$ cat config.mk
export PLATFORM = sky130hd
export DESIGN_NAME = tug_of_war_ctrl
export DESIGN_NICKNAME = d
export VERILOG_FILES = /design/src/rtl/tow_pkg.sv /design/src/rtl/key_pulse.sv /design/src/rtl/tug_of_war_ctrl.sv
export SDC_FILE = /design/constraint.sdc
export NUM_CORES = 1
export LEC_CHECK = 0
export CAP_MARGIN = 20
export CORE_MARGIN = 3
export CORE_UTILIZATION = 50
export CTS_BUF_LIST = sky130_fd_sc_hd__clkbuf_16
export DETAILED_ROUTE_END_ITERATION = 6
export PLACE_DENSITY = 0.76
export REMOVE_ABC_BUFFERS = 1
export SYNTH_ARGS = -nofsm -noshare
export SYNTH_HDL_FRONTEND = slang
export SYNTH_HIERARCHICAL = 1
export SYNTH_SLANG_ARGS = --single-unit
export TNS_END_PERCENT = 30
$ cat constraint.sdc
create_clock -name clk -period 1.7 [get_ports clk]
set_input_delay 0.17 -clock clk [delete_from_list [all_inputs] [get_ports clk]]
set_output_delay 0.17 -clock clk [all_outputs]
set_load 0.1 [all_outputs]
$ cat src/rtl/tow_pkg.sv
// Shared types and constants for the tug-of-war round/score controller.
package tow_pkg;

  typedef enum logic [1:0] {
    PLAY     = 2'd0,
    POINT    = 2'd1,
    RECENTER = 2'd2,
    OVER     = 2'd3
  } tow_state_t;

  localparam int              LFSR_W    = 10;
  localparam logic [LFSR_W-1:0] LFSR_SEED = 10'h001;

endpackage : tow_pkg

$ cat src/rtl/key_pulse.sv
// Raw key conditioning: two-flop synchroniser followed by a registered rising-edge detect.
// A held key produces a single one-cycle pulse, three clock edges after it is first sampled high.
module key_pulse (
  input  logic clk,
  input  logic reset,
  input  logic raw,
  output logic pulse
);

  logic sync_q1;
  logic sync_q2;
  logic prev_q;

  // NOTE: non-blocking assignments make each stage take the previous stage's old value,
  // which is what turns these three statements into a shift chain rather than a wire.
  always_ff @(posedge clk) begin
    if (reset) begin
      sync_q1 <= 1'b0;
      sync_q2 <= 1'b0;
      prev_q  <= 1'b0;
      pulse   <= 1'b0;
    end else begin
      sync_q1 <= raw;
      sync_q2 <= sync_q1;
      prev_q  <= sync_q2;
      pulse   <= sync_q2 & ~prev_q;
    end
  end

endmodule : key_pulse

$ cat src/rtl/tug_of_war_ctrl.sv
// Round/score controller for the tug-of-war light chain.
// Define CPU_PLAYER_EN to replace the right key with an LFSR-driven CPU player.
module tug_of_war_ctrl
  import tow_pkg::*;
#(
  parameter int SCORE_MAX   = 7,
  parameter int SW          = 3,
  parameter int HOLD_CYCLES = 4,
  parameter int CPU_THRESH  = 200
) (
  input  logic          clk,
  input  logic          reset,
  input  logic          key_l,
  input  logic          key_r,
  input  logic          edge_l_on,
  input  logic          edge_r_on,
  output logic          L,
  output logic          R,
  output logic          resetround,
  output logic [SW-1:0] score_l,
  output logic [SW-1:0] score_r,
  output logic          game_over,
  output logic          winner_r
);

  localparam int HW = $clog2(HOLD_CYCLES + 1);

  tow_state_t    state_q, state_d;
  logic [HW-1:0] hold_q, hold_d;
  logic          pulse_l, pulse_r;
  logic          right_raw;
  logic          inc_l, inc_r;
  logic          fwd_l, fwd_r;

`ifdef CPU_PLAYER_EN
  logic [LFSR_W-1:0] lfsr_q;

  // Fibonacci LFSR, taps 10 and 7
  always_ff @(posedge clk) begin
    if (reset) lfsr_q <= LFSR_SEED;
    else       lfsr_q <= {lfsr_q[LFSR_W-2:0], lfsr_q[9] ^ lfsr_q[6]};
  end

  assign right_raw = (lfsr_q < LFSR_W'(CPU_THRESH));
`else
  assign right_raw = key_r;
`endif

  key_pulse u_key_l (
    .clk   (clk),
    .reset (reset),
    .raw   (key_l),
    .pulse (pulse_l)
  );

  key_pulse u_key_r (
    .clk   (clk),
    .reset (reset),
    .raw   (right_raw),
    .pulse (pulse_r)
  );

  // NOTE: every signal this block drives gets a default first; a path that skips an
  // assignment would otherwise infer a latch.
  always_comb begin
    state_d    = state_q;
    hold_d     = hold_q;
    L          = 1'b0;
    R          = 1'b0;
    resetround = 1'b0;
    inc_l      = 1'b0;
    inc_r      = 1'b0;
    fwd_l      = pulse_l & ~pulse_r;
    fwd_r      = pulse_r & ~pulse_l;

    unique case (state_q)
      PLAY: begin
        L = fwd_l;
        R = fwd_r;
        if (fwd_l && edge_l_on) begin
          inc_l = 1'b1;
          if (score_l == SW'(SCORE_MAX - 1)) begin
            state_d = OVER;
          end else begin
            state_d = POINT;
            hold_d  = '0;
          end
        end else if (fwd_r && edge_r_on) begin
          inc_r = 1'b1;
          if (score_r == SW'(SCORE_MAX - 1)) begin
            state_d = OVER;
          end else begin
            state_d = POINT;
            hold_d  = '0;
          end
        end
      end
      POINT: begin
        if (hold_q == HW'(HOLD_CYCLES - 1)) state_d = RECENTER;
        else                                hold_d  = hold_q + 1'b1;
      end
      RECENTER: begin
        resetround = 1'b1;
        state_d    = PLAY;
      end
      OVER: begin
        resetround = 1'b1;
      end
      default: state_d = PLAY;
    endcase
  end

  always_ff @(posedge clk) begin
    if (reset) begin
      state_q  <= PLAY;
      hold_q   <= '0;
      score_l  <= '0;
      score_r  <= '0;
      winner_r <= 1'b0;
    end else begin
      state_q <= state_d;
      hold_q  <= hold_d;
      if (inc_l) score_l <= score_l + 1'b1;
      if (inc_r) score_r <= score_r + 1'b1;
      if (inc_r && state_d == OVER) winner_r <= 1'b1;
    end
  end

  assign game_over = (state_q == OVER);

endmodule : tug_of_war_ctrl
Yosys cells after proc, flatten, opt, wreduce, memory -nomap -nowiden
Cells that the tools add are included.
{"block": "totals", "ff_bits": 20, "latch_bits": 0, "mem_bits_rw": 0, "rom_bits": 0, "input_bits": 6, "out_inout_bits": 11, "wordCells": 62, "memories": 0}
{"block": "classes", "n_addsub": 3, "n_mul": 0, "div_mod_pow": 0, "n_lt_le_gt_ge": 0, "n_eq_ne": 11, "n_shift": 0, "mux": 20, "bitwise": 8, "n_reduce_logical": 7}
{"op": "2-to-1 mux 3 bit", "count": 5}
{"op": "2-to-1 mux 2 bit", "count": 5}
{"op": "adder 3 x 1 -> 3 bit, second input constant", "count": 3}
{"op": "inequality test 3 bit, second input constant", "count": 3}
{"op": "2-to-1 mux 1 bit", "count": 8}
{"op": "equality test 2 bit, second input constant", "count": 3}
{"op": "equality test 3 bit, second input constant", "count": 2}
{"op": "one-hot mux 2 bit (3 select lines)", "count": 1}
{"op": "one-hot mux 3 bit (2 select lines)", "count": 1}
{"op": "AND reduction 5 bit", "count": 1}
{"op": "AND 1 bit", "count": 4}
{"op": "inverter 1 bit", "count": 4}
{"op": "equality test 3 x 2 -> 1 bit, second input constant", "count": 1}
{"op": "logical AND 1 bit", "count": 3}
{"op": "equality test 2 x 1 -> 1 bit, second input constant", "count": 1}
{"op": "zero test 2 bit", "count": 1}
{"op": "inequality test 2 bit, second input constant", "count": 1}
{"op": "nonzero test 2 bit", "count": 1}
{"op": "OR reduction 2 bit", "count": 1}

Logic depth before layout (Yosys ltp)
Gate-level depths: netlist (run 1).
{"block": "logic_depth", "word_depth": 8, "mapped_depth": 5, "mapped_depth_nobuf": 5}

Hierarchy
The synthesis (run 1) kept the hierarchy.
{"mod": "tug_of_war_ctrl", "n_inst": 1, "cells_each": 79, "area_each_um2": 745.7, "seq_area_each_um2": 240.2}
{"mod": "key_pulse", "n_inst": 2, "cells_each": 8, "area_each_um2": 111.4, "seq_area_each_um2": 80.1}

Worst setup path before layout (run 1)
No wires, ideal clock.
{"block": "synth_path", "path_kind": "flip-flop to output port", "from": "register state_q[1]", "to": "output port R", "arrival_ps": 2941, "required_ps": 1530, "slack_ps": -1411, "path_stages_with_launch": 4, "n_path_buf": 1, "path_cell_list": "dfxtp_1 buf_4 or2_1 nor3b_1"}
{"block": "synth_between", "elab_chain_len": 2}
{"element": "start: declaration", "line": "tug_of_war_ctrl.sv:28", "rtl": "tow_state_t state_q, state_d;"}
{"element": "start signal: assignment", "line": "tug_of_war_ctrl.sv:121", "rtl": "state_q <= state_d;"}
{"element": "zero test 2 bit", "line": "tug_of_war_ctrl.sv:76", "rtl": "unique case (state_q)"}
{"element": "2-to-1 mux 1 bit", "line": "tug_of_war_ctrl.sv:76"}
{"element": "end: declaration", "line": "tug_of_war_ctrl.sv:18", "rtl": "output logic R,"}
Every way passes these cells.

Final worst setup path (run 1)
{"block": "layout_path", "from": "register state_q[1]", "to": "output port L"}
{"block": "layout_between", "elab_chain_len": 2}
{"element": "zero test 2 bit", "line": "tug_of_war_ctrl.sv:76"}
{"element": "2-to-1 mux 1 bit", "line": "tug_of_war_ctrl.sv:76"}
{"element": "end: declaration", "line": "tug_of_war_ctrl.sv:17", "rtl": "output logic L,"}
Every way passes these cells.

==> key figures, run 1 <==
Drt
  • DR iter-0 viols: 8
  • Routed length per instance: 15.1 um
  • Via count: 773
  • Routed Antenna Nets: 0
  • WL final: 2100 um
  • DRC: 0
  • Pre-Repair DR Iteration Count: 5
  • Vias per inst: between 5 and 6

Power and ir drop
  • Switch share: 19.2%
  • Total power: 1.22 mW
  • Peak VDD IR: between 0.8 and 0.9 mV
  • Combinational power share: roughly 8.1%
  • PD cells: 909 mW/mm^2
  • Internal Power: 989 uW
  • Fraction of power consumed by sequential logic: 39.9%
  • Clk pwr share: between 50% and 60%
  • NetSw: 234 uW
  • Leakage: 0.546 nW

Timing
  • Setup Viol. Count Final: 0
  • Final slew viol count: 0
  • Hold WS: 0.407 ns
  • Maximum clock frequency: around 610 MHz
  • Fin crit period: 1.65 ns
  • Worst-margin pin slew: 0.372 ns
  • Final period utilization: 96.9%
  • Final Hold Fails: 0
  • Final Skew: 0.00132 ns
  • Headroom to the max-slew limit: between 70% and 80%

Critical path
  • Crit Path Class: reg2out
  • Worst setup path start: state_q[1]$_SDFF_PP0_
  • Worst path cell trace: or2_1 > nor3b_1 > buf_12
  • Cells on worst reg2reg path: 5
  • RR Endpoint: hold_q[1]$_SDFFE_PP0P_
  • Required @ worst endpoint: 1.53 ns
  • Worst path slowest cell: nor3b_1
  • Worst-path fanout max: 5
  • Worst EP arrival: about 1.5 ns
  • Slowest stage delay, CP: 0.37 ns
  • Critical Path Sink Type: output pin
  • Nature of the critical path startpoint: flop
  • Reg2reg setup slack: 0.21 ns
  • Critical Path End: L
  • Worst R2R Start: hold_q[0]$_SDFFE_PP0P_

CTS
  • CTS Sinks: 20
  • Clk Latency, worst-skew pair: 0.25 ns
  • H-Tree Level Count: 1
  • TritonCTS Buffers: 3
  • CTS tree: done
  • Clock-pin slew on the worst setup and hold paths: 0.05 ns
  • Root Buffer Master: clkbuf_16
  • Clock buffer depth: 2

Layout
  • Fill count: 117
  • Area grow syn2layout: 39.0%
  • Final instance area: 0.00135 mm^2
  • Final nets: 127
  • Leading cell type in the layout, fill and taps excluded: dfxtp_1
  • N_diodes: 0
  • Layout cells sized above 1: 26.3%
  • Most frequent cells in the layout: dfxtp_1 (20), buf_12 (9), nor2b_1 (8), buf_4 (7)
  • Final Non-Filler Cells: 139

Placement
  • Post-Place Cells: 135
  • Post-DP HPWL: 1450 um
  • Dpl cell area: 0.00124 mm^2
  • Port buffer count: 16
  • Gpl congestion: 0.764

Floorplan
  • Die footprint: approximately 0.0025 mm^2
  • Initial Utilization: 54.3%
  • Core area: between 0.0015 and 0.002 mm^2
  • Chip Width: 50.0 um
  • Row count: 15
  • Die Ht: roughly 50 um
  • Io pins: 17

Hold path
  • Hold Crit Class: reg2reg

Logic synthesis
  • Avg Cell Area, Syn: 10.2 um^2
  • Mapped Cells: 95
  • Synth warn: 6
  • Cell area after synthesis: slightly below 0.001 mm^2
  • Synth unique cells: 33
  • Yosys reg bits: 20
  • Register area share after synthesis: between 40% and 50%

GRT
  • First-pass GRT wire length: roughly 3500 um
  • Antenna violations before repair: 0
  • Total track usage: 18.5%
  • GR Overflow Total: 0
  • Vias in the first global route: 753
  • Largest net degree at the start of global routing: 13

Run status
  • Status: finished, final reports clean

Flow run
  • MaxCap Viol Count: 0
[metrics by stage]
stage          TNS [ns]  setup WS (ns)  util [%]
3_5_place_dp          0          0.209      69.3
4_1_cts               0       0.000896      75.2
6_report              0         0.0532      75.5
2_1_floorplan     -5.17          -1.87         -
5_1_grt         -0.0130        -0.0130      75.5
3_3_place_gp          0          0.241      69.3
[worst max-delay path, delay by kind of cell (launching register included)]
| family | cells | cell delay (ns) |
|---|---|---|
| buffers and inverters | 1 | 0.23 |
| flip-flops | 1 | 0.31 |
| AND/OR/NAND/NOR | 2 | 0.69 |
[registers in the layout, indices dropped and copies added (netlist names)]
name / count
hold_q: 3
winner_r: 1
u_key_r/sync_q2: 1
score_l: 3
score_r: 3
state_q: 2
u_key_r/pulse: 1
u_key_l/sync_q1: 1
u_key_r/prev_q: 1
u_key_l/sync_q2: 1
u_key_l/prev_q: 1
u_key_l/pulse: 1
u_key_r/sync_q1: 1
[area by class of cell]
class | instances | area, um^2 | area share [%]
timing repair buffer | 21 | 283 | 21.0
clock buffer | 3 | 75.1 | 5.58
sequential | 20 | 400 | 29.7
multi-input combinational | 63 | 504 | 37.5
clock inverter | 1 | 30.0 | 2.23
tap | 25 | 31.3 | 2.32
inverter | 6 | 22.5 | 1.67
[cell families after synthesis]
| logic type | count (synthesis) | share of synthesized area (%) |
|---|---|---|
| AO/OA/AOI/OAI | 22 | 15.0 |
| adder cells (fa/ha/maj) | 6 | 7.75 |
| buffers and inverters | 12 | 7.10 |
| flip-flops | 20 | 41.3 |
| multiplexers | 3 | 4.13 |
| AND/OR/NAND/NOR | 32 | 24.7 |
[repair_timing]
action | in CTS | in global routing
endpoints found under the hold margin | 0 | 0
hold buffers | 0 | 0
endpoints found under the setup margin | 0 | 1
setup buffers | 0 | 0
resized for setup | 0 | 1
[cell usage after synthesis]
cell / instances / area [um^2]
mux2i_1: 1 / 10.0
and3b_1: 2 / 17.5
nor2b_1: 8 / 50.1
clkbuf_1: 1 / 3.75
and2_1: 2 / 12.5
buf_2: 1 / 5.00
buf_4: 2 / 15.0
nand2_1: 1 / 3.75
ha_1: 6 / 75.1
nor2_1: 2 / 7.51
a21o_1: 1 / 7.51
o31ai_1: 1 / 7.51
a2bb2oi_1: 1 / 8.76
o21ai_0: 4 / 20.0
a22oi_1: 2 / 15.0
mux2_4: 2 / 30.0
nand3_1: 3 / 15.0
o211ai_1: 1 / 7.51
buf_6: 2 / 22.5
a21oi_1: 5 / 25.0
or2_1: 1 / 6.26
dfxtp_1: 20 / 400
or3b_2: 2 / 17.5
inv_1: 6 / 22.5
nand3b_1: 2 / 15.0
nand3_2: 2 / 20.0
a311oi_1: 2 / 17.5
nor3b_1: 3 / 22.5
o2bb2ai_1: 2 / 17.5
nor2_8: 1 / 20.0
o22ai_1: 3 / 18.8
or3_1: 1 / 6.26
nor3b_2: 2 / 25.0
[worst min-delay path by stage]
stage / start / endpoint / slack, ns / cells after the start
after floorplan: reset / score_l[0]$_SDFFE_PP0P_ / 0.24 / 1
after global placement: u_key_r/prev_q$_SDFF_PP0_ / u_key_r/pulse$_SDFF_PP0_ / 0.39 / 1
after detailed placement: u_key_l/prev_q$_SDFF_PP0_ / u_key_l/pulse$_SDFF_PP0_ / 0.39 / 1
after CTS: u_key_r/prev_q$_SDFF_PP0_ / u_key_r/pulse$_SDFF_PP0_ / 0.41 / 1
after global routing: u_key_r/prev_q$_SDFF_PP0_ / u_key_r/pulse$_SDFF_PP0_ / 0.41 / 1
final: u_key_r/prev_q$_SDFF_PP0_ / u_key_r/pulse$_SDFF_PP0_ / 0.41 / 1
[power by group through the flow]
stage,Combinational [mW],Sequential (mW),Clock (mW)
2_1_floorplan,0.0348,0.511,0
3_3_place_gp,0.0944,0.497,0
3_5_place_dp,0.0971,0.498,0
4_1_cts,0.0985,0.488,0.646
5_1_grt,0.106,0.489,0.659
6_report,0.0991,0.488,0.636
[routing by layer]
layer | GRT usage [%] | up-vias | wire length [um] | part of all wire [%]
li1 | - | 375 | - | -
met3 | 6.34 | 8 | 88 | 4.2
met4 | 9.68 | 0 | 54 | 2.6
met2 | 30.4 | 23 | 1060 | 50
met5 | 0 | - | 0 | 0
met1 | 20.7 | 367 | 902 | 43
No activity file was read; power rests on OpenSTA's default activity.
==> inputs of run 2 (changes only) <==
Settings changed: PLACE_DENSITY 0.76 to 0.79.
==> run 2 against run 1 <==
Effect of this change: clock power decreased by 27%; total power shrank 14%; clock skew is 0.0011 ns higher; routed wire length decreased by 7.7%; critical path type unchanged; largest power group is now registers; final cell count decreased by 0.72%; hold slack worse by 0.0075 ns; clock-buffer cell count unchanged.
==> key figures, run 2 (synthesized netlist as in run 1, its figures left out) <==
GRT
  • Routing usage on met1: 20.7% (about the same)
  • Largest net degree at the start of global routing: 11 (was 13)
  • Antenna violations before repair: 0 (unchanged)
  • Busiest grt layer: met2 (unchanged)
  • Routing usage on met3: 3.63% (was 6.34%)
  • M2 GR Usage: 29.1% (was 30.4%)
  • Total track usage: 17.1% (was 18.5%)
  • First-pass GRT wire length: 3290 um (was 3450 um)
  • Vias in the first global route: 764 (was 753)
  • GR Overflow Total: 0 (unchanged)

Critical path
  • Worst path slowest cell: nor3b_1 (unchanged)
  • Critical Path Sink Type: output pin (unchanged)
  • Crit Path Class: reg2out (unchanged)
  • Nature of the critical path startpoint: flop (unchanged)
  • Required @ worst endpoint: 1.53 ns (about the same)
  • Worst EP arrival: 1.45 ns (was 1.48 ns)
  • Largest delay share family, worst path: simple AND/OR/NAND/NOR gates (unchanged)
  • Worst-path fanout max: 5 (unchanged)
  • Worst setup path start: state_q[1]$_SDFF_PP0_ (unchanged)
  • Worst path cell trace: or2_1 > nor3b_1 > buf_12 (unchanged)
  • Slowest stage delay, CP: 0.38 ns (was 0.37 ns)
  • Worst R2R Start: hold_q[0]$_SDFFE_PP0P_ (unchanged)
  • Crit path buffers/inverters: 1 (unchanged)

Drt
  • DR iter-0 viols: 7 (was 8)
  • Routed length per instance: 14.1 um (was 15.1 um)
  • DRC: 0 (unchanged)
  • Via count: 753 (was 773)
  • Pre-Repair DR Iteration Count: 4 (was 5)
  • WL final: 1940 um (was 2100 um)
  • Routed Antenna Nets: 0 (unchanged)
  • Vias per inst: 5.46 (was 5.56)

Power and ir drop
  • Fraction of power consumed by sequential logic: 46.4% (was 39.9%)
  • Combinational power share: 9.3% (was 8.1%)
  • Total power: 1.05 mW (was 1.22 mW)
  • Clk pwr share: 44.3% (was 52.0%)
  • Internal Power: 832 uW (was 989 uW)
  • Peak VDD IR: 0.590 mV (was 0.810 mV)
  • Leakage: 0.528 nW (was 0.546 nW)
  • NetSw: 221 uW (was 234 uW)
  • PD cells: 803 mW/mm^2 (was 909 mW/mm^2)
  • Switch share: 21.0% (was 19.2%)

Timing
  • Setup WS post-layout: 0.0792 ns (was 0.0532 ns)
  • Fin crit period: 1.62 ns (was 1.65 ns)
  • Unrepaired setup endpoints after global routing: no
  • Final slew viol count: 0 (unchanged)
  • Final Skew: 0.00241 ns (was 0.00132 ns)
  • Setup Viol. Count Final: 0 (unchanged)
  • Worst-margin pin slew: 0.373 ns (was 0.372 ns)
  • Final period utilization: 95.3% (was 96.9%)
  • Maximum clock frequency: 617 MHz (was 607 MHz)
  • Final Hold Fails: 0 (unchanged)
  • Hold WS: 0.399 ns (was 0.407 ns)
  • Headroom to the max-slew limit: 75.1% (about the same)

Placement
  • Post-DP HPWL: 1440 um (was 1450 um)
  • Port buffer count: 16 (unchanged)
  • Gpl congestion: 0.740 (was 0.764)
  • DP Worst Slack: 0.210 ns (was 0.209 ns)

Layout
  • Top Registers: hold_q (3), score_l (3), score_r (3) (unchanged)
  • Final core occ: 73.5% (was 75.5%)
  • Leading cell type in the layout, fill and taps excluded: dfxtp_1 (unchanged)
  • Fill count: 131 (was 117)
  • Area grow syn2layout: 35.4% (was 39.0%)
  • Register area: 400 um^2 (unchanged)
  • N_diodes: 0 (unchanged)
  • Footprint of the multi-input gates: 499 um^2 (was 504 um^2)
  • Final nets: 127 (unchanged)
  • Most frequent cells in the layout: dfxtp_1 (20), buf_12 (9), nor2b_1 (8), buf_4 (7) (unchanged)
  • Layout cells sized above 1: 24.8% (was 26.3%)

Floorplan
  • Die Ht: 50.0 um (unchanged)
  • Chip Width: 50.0 um (unchanged)
  • Row count: 15 (unchanged)
  • Io pins: 17 (unchanged)
  • Initial Utilization: 54.3% (unchanged)
  • Core area: 0.00178 mm^2 (unchanged)
  • Die footprint: 0.00250 mm^2 (unchanged)

CTS
  • Hold-fix buffers, CTS: 0 (unchanged)
  • TritonCTS Buffers: 3 (unchanged)
  • H-Tree Level Count: 1 (unchanged)
  • CTS Sinks: 20 (unchanged)
  • CTS-repair resized insts: 0 (unchanged)
  • CTS tree: done (unchanged)
  • Clock-pin slew on the worst setup and hold paths: 0.05 ns (about the same)
  • Clk Latency, worst-skew pair: 0.25 ns (about the same)
  • Root Buffer Master: clkbuf_16 (unchanged)
  • Clock buffer depth: 2 (unchanged)
  • Setup bufs post-CTS: 0 (unchanged)

Hold path
  • Hold Crit Class: reg2reg (unchanged)
  • Hold path startpoint: u_key_r/prev_q$_SDFF_PP0_ (unchanged)

Run status
  • Status: finished, final reports clean (unchanged)

Flow run
  • MaxCap Viol Count: 0 (unchanged)
run 2: power by group through the flow:
stage	clock network (mW)	registers [mW]	logic, mW
6_report	0.467	0.488	0.0978
5_1_grt	0.496	0.489	0.104
3_5_place_dp	0	0.498	0.0972
4_1_cts	0.472	0.488	0.0981
2_1_floorplan	0	0.511	0.0348
3_3_place_gp	0	0.497	0.0945
run 2: worst reg2reg max path, delay by kind of cell, from the launching register on:
kind | cells | cell delay [ns]
fa+ha+maj | 2 | 0.43
simple gates | 1 | 0.35
mux | 1 | 0.14
flops | 1 | 0.33
compound gates | 1 | 0.16
run 2: cell type report:
type                       count  area share (%)
clock buffer                   3            5.73
tap                           25            2.39
inverter                       6            1.72
multi-input combinational     63            38.1
timing repair buffer          21            21.6
sequential                    20            30.5
run 2: final timing paths:
kind	to	slack, ns	cells past startpoint
min	u_key_r/pulse$_SDFF_PP0_	0.40	1
min reg2reg	u_key_r/pulse$_SDFF_PP0_	0.40	1
max reg2reg	hold_q[0]$_SDFFE_PP0P_	0.23	5
max	R	0.08	3
run 2: through the flow:
stage	setup TNS, ns	std cells	area, um^2
final	0	138	1310
after global routing	0	138	1310
after CTS	0	138	1310
after detailed placement	0	135	1240
after global placement	0	135	1240
after floorplan	-5.17	89	922
run 2: per-layer routing:
| metal | wire [um] | vias to the layer above |
|---|---|---|
| met2 | 1010 | 19 |
| li1 | - | 377 |
| met5 | 0 | - |
| met4 | 11 | 0 |
| met1 | 830 | 355 |
| met3 | 87 | 2 |
==> inputs of run 3 (changes only) <==
Settings changed: CTS_CLUSTER_DIAMETER from default to 50, SKIP_LAST_GASP from default to 1.
==> results of run 3 <==
No change in the layout: final DEF, timing and power equal those of run 2.
